$ cat src/rtl/rf_wb_arbiter_pkg.sv
// rtl/rf_wb_arbiter_pkg.sv - shared widths and requester-select encoding for the writeback arbiter
package rf_wb_arbiter_pkg;

    localparam int DATA_W_DEF = 32;
    localparam int ADDR_W_DEF = 5;

    typedef enum logic {
        SEL_A = 1'b0,
        SEL_B = 1'b1
    } sel_e;

endpackage

$ cat src/rtl/rf_wb_arbiter_rr_arb2.sv
// rtl/rf_wb_arbiter_rr_arb2.sv - two-requester grant logic with same-address ordering and round-robin tie break
module rr_arb2
    import rf_wb_arbiter_pkg::*;
(
    input  logic a_valid,
    input  logic b_valid,
    input  logic same_addr,
    input  sel_e rr,
    input  logic stall,
    output logic a_grant,
    output logic b_grant
);

    always_comb begin
        a_grant = 1'b0;
        b_grant = 1'b0;
        if (!stall) begin
            if (a_valid && b_valid) begin
                // Load goes first on a shared destination so the ALU result lands last.
                if (same_addr) begin
                    b_grant = 1'b1;
                end else if (rr == SEL_A) begin
                    a_grant = 1'b1;
                end else begin
                    b_grant = 1'b1;
                end
            end else begin
                a_grant = a_valid;
                b_grant = b_valid;
            end
        end
    end

endmodule

$ cat src/rtl/rf_wb_arbiter.sv
// rtl/rf_wb_arbiter.sv - shares the register-file write port between ALU and load writeback
module rf_wb_arbiter
    import rf_wb_arbiter_pkg::*;
#(
    parameter int DATA_W = DATA_W_DEF,
    parameter int ADDR_W = ADDR_W_DEF
) (
    input  logic              clk,
    input  logic              rst,
    input  logic              a_valid,
    output logic              a_ready,
    input  logic [ADDR_W-1:0] a_addr,
    input  logic [DATA_W-1:0] a_data,
    input  logic              b_valid,
    output logic              b_ready,
    input  logic [ADDR_W-1:0] b_addr,
    input  logic [DATA_W-1:0] b_data,
    input  logic              stall,
    output logic              rf_write,
    output logic [ADDR_W-1:0] rf_write_add,
    output logic [DATA_W-1:0] rf_data,
    output logic [7:0]        zero_drops
);

    sel_e              rr;
    logic              same_addr;
    logic              accept;
    logic              rr_decided;
    logic [ADDR_W-1:0] win_addr;
    logic [DATA_W-1:0] win_data;

    assign same_addr = (a_addr == b_addr);

    // Reset is folded into the hold input so no request is taken while rst is high.
    rr_arb2 u_arb (
        .a_valid   (a_valid),
        .b_valid   (b_valid),
        .same_addr (same_addr),
        .rr        (rr),
        .stall     (stall | rst),
        .a_grant   (a_ready),
        .b_grant   (b_ready)
    );

    assign accept     = a_ready | b_ready;
    assign rr_decided = a_valid & b_valid & ~same_addr & accept;
    assign win_addr   = a_ready ? a_addr : b_addr;
    assign win_data   = a_ready ? a_data : b_data;

    always_ff @(posedge clk) begin
        if (rst) begin
            rf_write     <= 1'b0;
            rf_write_add <= '0;
            rf_data      <= '0;
            zero_drops   <= 8'd0;
            rr           <= SEL_A;
        end else begin
            rf_write <= 1'b0;
            if (accept) begin
                if (win_addr == '0) begin
                    if (zero_drops != 8'hFF) begin
                        zero_drops <= zero_drops + 8'd1;
                    end
                end else begin
                    rf_write     <= 1'b1;
                    rf_write_add <= win_addr;
                    rf_data      <= win_data;
                end
            end
            if (rr_decided) begin
                rr <= (rr == SEL_A) ? SEL_B : SEL_A;
            end
        end
    end

endmodule

$ cat config.mk
export PLATFORM = sky130hd
export DESIGN_NAME = rf_wb_arbiter
export DESIGN_NICKNAME = d
export VERILOG_FILES = /design/src/rtl/rf_wb_arbiter_pkg.sv /design/src/rtl/rf_wb_arbiter_rr_arb2.sv /design/src/rtl/rf_wb_arbiter.sv
export SDC_FILE = /design/constraint.sdc
export NUM_CORES = 1
export LEC_CHECK = 0
export BUFFER_PORTS_ARGS = -buffer_cell sky130_fd_sc_hd__buf_2
export CAP_MARGIN = 20
export CORE_MARGIN = 3
export CORE_UTILIZATION = 48
export DETAILED_ROUTE_END_ITERATION = 10
export PLACE_DENSITY = 0.95
export SETUP_SLACK_MARGIN = 0.3
export SLEW_MARGIN = 20
export SYNTH_ARGS = -nofsm -noshare
export SYNTH_HDL_FRONTEND = slang
export SYNTH_SLANG_ARGS = --single-unit
$ cat constraint.sdc
create_clock -name clk -period 3.7 [get_ports clk]
set_input_delay 0.37 -clock clk [delete_from_list [all_inputs] [get_ports clk]]
set_output_delay 0.37 -clock clk [all_outputs]
set_load 0.02 [all_outputs]
# Word-level counts from Yosys, hierarchy flattened
# Cells that the tools add are included.
# W data, S select, Z words.
[classes]
n_addsub = 1
mul = 0
div = 0
n_lt_le_gt_ge = 0
eq_ne = 2
n_shift = 0
mux = 11
n_bitwise = 8
n_reduce_logical = 5
[ops]
columns = ["operator", "count"]
rows = [
  ["$mux W32", 1],
  ["$mux W1", 9],
  ["$add A8 B1 Y8 const B", 1],
  ["$ne A8 B8 Y1 const B", 1],
  ["$eq A5 B5 Y1", 1],
  ["$logic_not A5 Y1", 1],
  ["$mux W5", 1],
  ["$and A1 B1 Y1", 3],
  ["$not A1 Y1", 3],
  ["$reduce_and A3 Y1", 1],
  ["$or A1 B1 Y1", 2],
  ["$reduce_and A2 Y1", 1],
  ["$reduce_or A2 Y1", 1],
  ["$logic_and A1 B1 Y1", 1],
]
[word_totals]
register_bits = 47
latch_bits = 0
mem_bits_rw = 0
mem_bits_ro = 0
output_inout_bits = 48
elab_cells = 32
mem_count = 0

# Longest topological paths before layout
# Gate-level depths: netlist of run 1.
[depth]
depth_word = 8
depth_mapped = 9
depth_no_buf = 7

# Hierarchy
# Synthesis of run 1 repeated with hierarchy kept, for this count alone.
[unflattened]
hier_cells = 248
area_unflattened_um2 = 2344.7
[modules_own_cells]
columns = ["mod", "instances", "cells_per_inst", "area_per_inst_um2", "seq_area_each_um2"]
rows = [
  ["rf_wb_arbiter", 1, 243, 2316.0, 940.9],
  ["rr_arb2", 1, 5, 28.8, 0.0],
]

# Least setup slack after synthesis of run 1
# Ideal clock, no wire load.
[synth_timing]
path_type = "input port to flip-flop"
startpoint = "input a_addr[0]"
endpoint = "register zero_drops[4]"
setup_time_ns = 0.121
arrival_ns = 1.955
t_required_ns = 3.579
path_slack_ns = 1.625
stages = 6
n_path_buf = 0
cell_sequence = "or4_1 > or2_1 > nor2_1 > mux2i_1 > nor3b_1 > mux2_2"
[synth_via]
elab_chain_len = 7
[synth_rtl]
columns = ["item", "line_no", "rtl"]
rows = [
  ["from (decl)", "rf_wb_arbiter.sv:12", "input logic [ADDR_W-1:0] a_addr,"],
  ["$eq A5 B5 Y1", "rf_wb_arbiter.sv:32", "assign same_addr = (a_addr == b_addr);"],
  ["$mux W1", "rf_wb_arbiter_rr_arb2.sv:20", "if (same_addr) begin"],
  ["$mux W1", "rf_wb_arbiter_rr_arb2.sv:18", "if (a_valid && b_valid) begin"],
  ["$mux W1", "rf_wb_arbiter_rr_arb2.sv:17", "if (!stall) begin"],
  ["$mux W5", "rf_wb_arbiter.sv:47", "assign win_addr = a_ready ? a_addr : b_addr;"],
  ["$logic_not A5 Y1", "rf_wb_arbiter.sv:60", "if (win_addr == '0) begin"],
  ["$reduce_and A3 Y1 (no line) (*)", "--", ""],
  ["to (signal assigned)", "rf_wb_arbiter.sv:62", "zero_drops <= zero_drops + 8'd1;"],
  ["to (decl)", "rf_wb_arbiter.sv:22", "output logic [7:0] zero_drops"],
]
# Mark *: on every way between the ends. The rest lies on a longest branch, timed or not.
# A chain may end at the register's enable or synchronous reset.

# Final worst setup path of run 1
[layout_timing]
startpoint = "input rst"
endpoint = "output a_ready"
[layout_via]
elab_chain_len = 2
[layout_rtl]
columns = ["item", "line_no", "rtl"]
rows = [
  ["from (decl)", "rf_wb_arbiter.sv:9", "input logic rst,"],
  ["$or A1 B1 Y1", "rf_wb_arbiter.sv:40", ".stall (stall | rst),"],
  ["$mux W1", "rf_wb_arbiter_rr_arb2.sv:17", ""],
  ["to (decl)", "rf_wb_arbiter.sv:11", "output logic a_ready,"],
]
# Every way passes these cells.

==> flow_summary_export.csv, run 1 <==
group,metric,value,unit
cells_and_area,fill_cells,367,
worst_setup_path,worstSetupPathType,"in -> out",
worst_setup_path,startpoint_type,"input port",
timing,setup_viol,0,
timing,clock.fmax,0.405,GHz
power_and_ir_drop,p_leak,1.34,nW
timing,setup_tns,0,ps
yosys,synth-edff-count,0,
worst_setup_path,reg2reg_setup_slack,1600,ps
timing,slew_violations,0,
floorplan,die_h,75.9,um
placement,port_buffers,126,
clock_network,cts_setup_buffers,0,
routing,drc_errors,0,
power_and_ir_drop,powerDensity,360,mW/mm2
placement,dp_hpwl,5210,um
yosys,ys_warn_count,0,
run,max_cap_viol_count,0,
worst_setup_path,cp_max_fo,37,
yosys,synthFlopType,"dfxtp_1",
worst_hold_path,hold_path.class,"in -> reg",
yosys,syn_avg_cell_area,7.81,um2
routing,ant_nets,0,
timing,hold_viol,0,
clock_network,cts_buffers,5,
worst_setup_path,crit_required,3330,ps
clock_network,clock_sinks,47,
grt,grt_pass1_vias,2560,
cells_and_area,final_cell_count_no_fill,481,
floorplan,dieWidth,75.9,um
timing,slew_headroom,56.2,%
placement,dp.cells,473,
power_and_ir_drop,ir_drop,0.000275,V
timing,worstMarginPinSlew,656,ps
yosys,synth.top_cell.area_share,40.2,%
yosys,yosysTopAreaCell,"dfxtp_1",
yosys,synth_nets,380,
placement,gp_congestion,0.979,
floorplan,core.rowCount,24,
cells_and_area,final_layout_size_suffix_gt1_share,35.1,%
yosys,ys_top_cells_by_area,"dfxtp_1 (40%), nor3_1 (15%), nor4_1 (9.1%)",
floorplan,die_area,0.00575,mm2
timing,fin_crit_sh,66.7,%
clock_network,cts_tree,"built",
yosys,synth-seq-cells,47,
floorplan,initial_core_util,51.7,%
timing,fin_skew,6.96,ps
outcome,outcome,"completed",
clock_network,path_clk_slew,80,ps
cells_and_area,layout.nets,495,
cells_and_area,antenna_cells,0,
clock_network,clock_path_buffers,2,
routing,post_drt_wl_per_cell,15.1,um
grt,overflow,0,
floorplan,coreArea,0.00453,mm2
floorplan,ios,127,
yosys,synth_area,0.00234,mm2
clock_network,cts_root_buffer,"clkbuf_8",
clock_network,ctsResizeCount,0,
worst_setup_path,cp.arrival,2100,ps
routing,dr_total_vias,2726,
grt,grt_pass1_wl,11600,um
timing,timing.hold.ws,314,ps
routing,drt_pre_antenna_iters,4,
yosys,synth_cells,300,
cells_and_area,area.growth.synth_to_final,30.0,%
yosys,synth-seq-area-share,40.2,%
grt,track_usage,26.0,%
yosys,async_reset_ff_share,0,%
grt,antenna_found_initial,0,
routing,drt-total-wl,7260,um
routing,via_per_inst,5.67,
timing,period_needed,2470,ps
yosys,synth.distinct_cells,37,
timing,grt_setup_unrepaired,"false",
clock_network,insertion_delay,300,ps
grt,grt_max_degree,44,
routing,drt_iter0_markers,230,
worst_setup_path,critPathCaptureType,"output port",
clock_network,ctsHoldBuffers,0,
clock_network,cts_htree_levels,2,
## kinds of logic after synthesis
group,synth area share [%]
DFF,40.2
buffers and inverters,6.57
muxes,3.26
adders and majority gates,0.534
and+or+nand+nor,39.0
AOI/OAI and AO/OA,7.43
xor gates and xnor gates,2.99
## flip-flops by register name (all words and copies together) (netlist names)
name and count:
rf_write 1, rr 1, rf_data 32, zero_drops 8, rf_write_add 5
## where the power goes
| group | internal (W) | switching, W | total [W] | leakage, nW |
|---|---|---|---|---|
| combinational | 0.0000894 | 0.000149 | 0.000239 | 0.910 |
| sequential | 0.000537 | 0.0000159 | 0.000553 | 0.385 |
| clock | 0.000132 | 0.000171 | 0.000304 | 0.0412 |
## metal layers
metal / track usage, % / vias to the layer above / share of wire, % / routed length [um]
li1: - / 1317 / - / -
met1: 31.2 / 1239 / 39 / 2830
met2: 44.9 / 150 / 50 / 3650
met3: 6.20 / 20 / 8.5 / 619
met4: 9.71 / 0 / 2.2 / 163
met5: 0 / - / 0 / 0
## final cells by class
cell class	count	area, um2	share of cell area [%]
flip-flops and latches	47	941	30.9
repair buffers	131	668	21.9
well taps	65	81.3	2.67
multi-input cells	224	1250	41.0
inverters	6	22.5	0.740
clock buffers	6	72.6	2.38
clock inverters	2	12.5	0.411
## synth_stat cells (all sizes together), types with 3 or more instances
cell     n
a21oi    5
a31oi    3
buf     12
clkbuf  11
dfxtp   47
inv      6
mux2     3
mux2i    3
nand2   17
nand3    4
nor2    40
nor3    69
nor4    34
o211ai   3
o21ai   11
or3      5
or4      4
xor2     6
## worst max-delay path, stage by stage
cell     delay [ps]
buf_2           140
nor3b_2         240
o21ai_0         140
a31o_2          380
inv_2           540
buf_2           280
## worst paths after layout
path                                startpoint                      endpoint  cells past startpoint
setup / recovery                           rst                       a_ready                      6
hold / removal                             rst               rr$_SDFFE_PP0P_                      2
setup reg to reg               rr$_SDFFE_PP0P_      rf_data[30]$_SDFFE_PP0P_                      7
hold reg to reg   rf_write_add[1]$_SDFFE_PP0P_  rf_write_add[1]$_SDFFE_PP0P_                      2
## per-stage QoR
stage	power [W]	area [um2]	worst slack (ps)	utilization [%]
finish	0.00110	3050	1230	67.2
global route	0.00115	3050	1130	67.2
CTS	0.00110	3050	1260	67.2
detailed placement	0.000800	2960	1200	65.3
global placement	0.000795	2960	1290	65.3
floorplan	0.000701	2340	1620	-
## placed cells by master, fill, tap and decap left out, types with 3 or more instances in the layout
master / instances
or3_1: 5
dfxtp_1: 47
nand2_1: 17
a31oi_1: 3
buf_4: 5
mux2_2: 3
nand3_1: 4
clkbuf_8: 5
a21oi_1: 5
xor2_1: 6
nor4_1: 34
or4_1: 3
inv_1: 5
nor2_1: 40
nor3_1: 69
o21ai_0: 11
buf_2: 126
o211ai_1: 3
(Power assumes the default switching activity.)
==> run 2, diff against run 1 <==
CORE_UTILIZATION = 40   (was 48)
PLACE_DENSITY = 0.86   (was 0.95)
clock period = 2.05 ns   (was 3.7 ns; I/O delays follow)
==> flow_summary_export.csv, run 2 (synthesized netlist as in run 1, its figures left out) <==
group,metric,value,unit
routing,ant_nets,0,
power_and_ir_drop,powerDensity,610,mW/mm2
clock_network,clock_sinks,47,
cells_and_area,top_register,"rf_data",
grt,antenna_found_initial,0,
timing,slew_violations,0,
placement,gp_congestion,0.919,
power_and_ir_drop,power,0.00211,W
clock_network,cts_root_buffer,"clkbuf_8",
worst_setup_path,reg2reg_depth,7,
placement,dp_slack,-28.8,ps
floorplan,ios,127,
timing,grt_setup_unrepaired,"true",
routing,drt_pre_antenna_iters,5,
grt,overflow,0,
worst_setup_path,cp_max_fo,3,
worst_hold_path,hold_path.class,"in -> reg",
grt,track_usage,23.3,%
timing,clock.fmax,0.561,GHz
placement,dp_hpwl,5410,um
floorplan,initial_core_util,42.0,%
routing,post_drt_wl_per_cell,15.7,um
routing,dr_total_vias,2868,
routing,via_per_inst,5.62,
cells_and_area,area.growth.synth_to_final,47.5,%
timing,worstMarginPinSlew,494,ps
clock_network,cts_htree_levels,2,
floorplan,die_h,82.5,um
routing,drt-total-wl,7990,um
grt,grt_max_degree,45,
cells_and_area,reg_top3,"rf_data x32, zero_drops x8, rf_write_add x5",
worst_setup_path,crit_required,2240,ps
timing,fin_crit_sh,87.0,%
cells_and_area,fill_cells,475,
cells_and_area,layout.nets,517,
timing,setup_viol,0,
clock_network,path_clk_slew,90,ps
worst_setup_path,rr_endpoint,"zero_drops[4]$_SDFFE_PP0P_",
timing,period_needed,1780,ps
placement,port_buffers,126,
run,max_cap_viol_count,0,
worst_setup_path,r2r-start,"zero_drops[1]$_SDFFE_PP0P_",
floorplan,core.rowCount,27,
cells_and_area,final_layout_size_suffix_gt1_share,44.7,%
cells_and_area,layout.cells.most_common,"buf_2",
cells_and_area,layout_common_cells,"buf_2 (125), nor3_1 (66), dfxtp_1 (40)",
timing,slew_headroom,67.1,%
floorplan,coreArea,0.00557,mm2
power_and_ir_drop,ir_drop,0.000359,V
worst_setup_path,worstSetupPathType,"in -> reg",
worst_hold_path,hold_depth,3,
worst_hold_path,min_from,"b_data[17]",
cells_and_area,antenna_cells,0,
cells_and_area,final_cell_count_no_fill,510,
clock_network,cts_tree,"built",
placement,dp.cells,494,
routing,drc_errors,0,
worst_setup_path,critPathCaptureType,"flip-flop",
routing,drt_iter0_markers,164,
cells_and_area,largest_reg_flops,32,
grt,grt_pass1_wl,12500,um
timing,setup_ws,267,ps
worst_setup_path,startpoint,"b_addr[0]",
timing,fin_skew,9.41,ps
worst_setup_path,cp.arrival,1970,ps
outcome,outcome,"completed",
clock_network,insertion_delay,300,ps
power_and_ir_drop,p_leak,1.49,nW
timing,hold_viol,0,
clock_network,cts_buffers,5,
worst_hold_path,holdPathEnd,"rf_data[17]$_SDFFE_PP0P_",
clock_network,clock_path_buffers,2,
grt,grt_pass1_vias,2742,
worst_setup_path,startpoint_type,"input port",
floorplan,die_area,0.00681,mm2
worst_setup_path,reg2reg_setup_slack,350,ps
floorplan,dieWidth,82.5,um
-- run 2: worst max-delay path by stage --
stage               cells after the start  slack, ps                    endpoint
floorplan                               6        200  zero_drops[4]$_SDFFE_PP0P_
global placement                        7         60  zero_drops[5]$_SDFFE_PP0P_
detailed placement                      7        -30  zero_drops[4]$_SDFFE_PP0P_
CTS                                     8        280                     a_ready
global route                            7        260  zero_drops[4]$_SDFFE_PP0P_
finish                                  7        270  zero_drops[4]$_SDFFE_PP0P_
-- run 2: power by group --
group          internal, W  switching (W)
clock             0.000308       0.000309
sequential        0.000967      0.0000280
combinational     0.000205       0.000290
-- run 2: timing repair --
item / in CTS / in global routing
hold buffers: 0 / 0
setup buffers: 5 / 3
resized for setup: 9 / 36
endpoints found under the setup margin: 25 / 44
pin swaps: 2 / 7
-- run 2: worst max-delay path, stage by stage --
cell	delay, ps
buf_2	120
or4_1	570
or2_4	300
nor2_2	150
mux2i_2	110
nor3b_2	170
mux2_2	340
-- run 2: cell type report --
| type | instances | area (um2) | area share [%] |
|---|---|---|---|
| Clock buffer | 8 | 100 | 2.90 |
| Inverter | 6 | 27.5 | 0.797 |
| Multi-Input combinational cell | 224 | 1370 | 39.6 |
| Sequential cell | 47 | 955 | 27.6 |
| Tap cell | 72 | 90.1 | 2.61 |
| Timing Repair Buffer | 153 | 915 | 26.5 |
-- run 2: metal layers --
metal / part of all wire, % / global-route usage [%]
met5: 0 / 0
met4: 2.1 / 6.37
met3: 6.8 / 4.88
met2: 50 / 41.4
met1: 41 / 28.2
-- run 2: through the flow --
stage	hold slack, ps	setup TNS [ps]	cell area [um2]	util, %
2_1_floorplan	348	0	2360	-
3_3_place_gp	451	0	3130	56.2
3_5_place_dp	457	-55.6	3130	56.2
4_1_cts	219	0	3300	59.1
5_1_grt	246	0	3450	62.0
6_report	205	0	3450	62.0
==> run 3, diff against run 2 <==
--- a/config.mk
+++ b/config.mk
@@ -10,4 +10,5 @@
 export CORE_MARGIN = 3
 export CORE_UTILIZATION = 40
+export CTS_CLUSTER_DIAMETER = 50
 export DETAILED_ROUTE_END_ITERATION = 10
 export PLACE_DENSITY = 0.86
==> constraint.sdc (replaced) <==
create_clock -name clk -period 2.05 [get_ports clk]
set_input_delay 0.205 -clock clk [delete_from_list [all_inputs] [get_ports clk]]
set_output_delay 0.205 -clock clk [all_outputs]
set_load 0.05 [all_outputs]
==> flow_summary_export.csv, run 3 (synthesized netlist as in run 1, its figures left out) <==
group,metric,value,unit
worst_hold_path,hold_path.class,"in -> reg",
floorplan,ios,127,
grt,grt_pass1_wl,12700,um
timing,slew_headroom,68.3,%
grt,grt_pass1_vias,2772,
routing,ant_nets,0,
worst_setup_path,cp_max_fo,5,
placement,placed_area,0.00313,mm2
placement,port_buffers,126,
clock_network,cts_buffers,5,
cells_and_area,layout.nets,522,
clock_network,cts_htree_levels,2,
placement,dp.cells,491,
clock_network,path_clk_slew,100,ps
routing,drt_pre_antenna_iters,4,
clock_network,cts_tree,"built",
timing,setup_tns,0,ps
cells_and_area,layout_common_cells,"buf_2 (121), nor3_1 (66), dfxtp_1 (38)",
timing,hold_viol,0,
floorplan,die_area,0.00681,mm2
cells_and_area,final_layout_size_suffix_gt1_share,47.4,%
worst_setup_path,cp.arrival,1960,ps
cells_and_area,layout.cells.most_common,"buf_2",
clock_network,clock_path_buffers,2,
grt,track_usage,23.7,%
routing,via_per_inst,5.72,
floorplan,initial_core_util,42.0,%
floorplan,die_h,82.5,um
worst_setup_path,crit_required,2280,ps
timing,worstMarginPinSlew,475,ps
timing,fin_skew,10.9,ps
grt,grt_max_degree,45,
timing,slew_violations,0,
cells_and_area,largest_reg_flops,32,
floorplan,dieWidth,82.5,um
grt,overflow,0,
timing,clock.fmax,0.578,GHz
cells_and_area,final_area,0.00366,mm2
routing,drc_errors,0,
floorplan,core.rowCount,27,
power_and_ir_drop,p_leak,1.56,nW
clock_network,cts_root_buffer,"clkbuf_8",
worst_setup_path,slowest_delay,540,ps
run,max_cap_viol_count,0,
clock_network,ctsHoldBuffers,0,
worst_setup_path,r2r-start,"zero_drops[1]$_SDFFE_PP0P_",
worst_setup_path,path_delay_family,"simple AND/OR/NAND/NOR gates",
timing,period_needed,1730,ps
routing,drt-total-wl,8490,um
worst_setup_path,startpoint_type,"input port",
cells_and_area,area.growth.synth_to_final,56.5,%
clock_network,insertion_delay,300,ps
timing,setup_viol,0,
cells_and_area,final_cell_count_no_fill,515,
worst_hold_path,min_from,"a_data[13]",
outcome,outcome,"completed",
routing,dr_total_vias,2947,
cells_and_area,reg_top3,"rf_data x32, zero_drops x8, rf_write_add x5",
placement,dp_hpwl,5430,um
power_and_ir_drop,powerDensity,681,mW/mm2
worst_setup_path,worstSetupPathType,"in -> reg",
timing,fin_crit_sh,84.4,%
grt,antenna_found_initial,0,
clock_network,clock_sinks,47,
worst_setup_path,path_buf_inv,1,
cells_and_area,antenna_cells,0,
timing,grt_setup_unrepaired,"true",
placement,gp_congestion,0.936,
worst_setup_path,startpoint,"b_addr[0]",
power_and_ir_drop,ir_drop,0.000552,V
worst_setup_path,critPathCaptureType,"flip-flop",
worst_setup_path,crit_slowest_cell,"or4_4",
placement,dp_slack,9.56,ps
routing,post_drt_wl_per_cell,16.5,um
cells_and_area,top_register,"rf_data",
routing,drt_iter0_markers,140,
timing,setup_ws,319,ps
floorplan,coreArea,0.00557,mm2
worst_setup_path,path_cells,"buf_2 > or4_4 > or2_4 > nor3_2 > mux2i_2 > or3_1 > a21oi_1",
-- run 3: through the flow --
stage                     total power [W]  util [%]  hold WS, ps
after floorplan                   0.00139         -          348
after global placement            0.00159      56.2          444
after detailed placement          0.00160      56.2          473
after CTS                         0.00246      61.0          208
after global routing              0.00260      65.7          231
final                             0.00250      65.7          201
-- run 3: layout make-up --
cell class / count / area (um2)
fill: 452 / 1910
multi-input combinational: 224 / 1430
timing repair buffer: 158 / 1020
sequential: 47 / 957
tap: 72 / 90.1
clock inverter: 3 / 71.3
clock buffer: 5 / 68.8
inverter: 6 / 27.5
-- run 3: power by group --
group          total, W  switching (W)  internal, W
clock network  0.000833       0.000338     0.000495
registers      0.000997      0.0000300     0.000967
logic          0.000667       0.000434     0.000232
total           0.00250       0.000802      0.00169
-- run 3: final timing paths --
path                                       end  slack (ps)  cells after the start
hold reg to reg   rf_write_add[1]$_SDFFE_PP0P_         490                      2
hold / removal        rf_data[13]$_SDFFE_PP0P_         200                      3
setup / recovery    zero_drops[5]$_SDFFE_PP0P_         320                      7
setup reg to reg    zero_drops[4]$_SDFFE_PP0P_         350                      7
-- run 3: repair_timing --
action | in CTS | in global routing
endpoints found under the setup margin | 16 | 42
setup buffers | 3 | 11
pin swaps | 5 | 12
cloned | 1 | 1
resized for setup | 15 | 35
-- run 3: layer usage --
| metal | part of all wire [%] | GRT usage [%] | vias up |
|---|---|---|---|
| li1 | - | - | 1373 |
| met5 | 0 | 0 | - |
| met1 | 40 | 30.2 | 1373 |
| met3 | 8.3 | 5.21 | 28 |
| met4 | 2.4 | 7.35 | 0 |
| met2 | 49 | 39.7 | 173 |
-- run 3: worst register-to-register path, stage by stage (launching register included) --
cell and delay (ps):
dfxtp_4 370, ha_4 170, nand3_4 90, o221ai_4 170
nor2_4 180, mux2i_4 100, nor3b_2 210, mux2_4 310
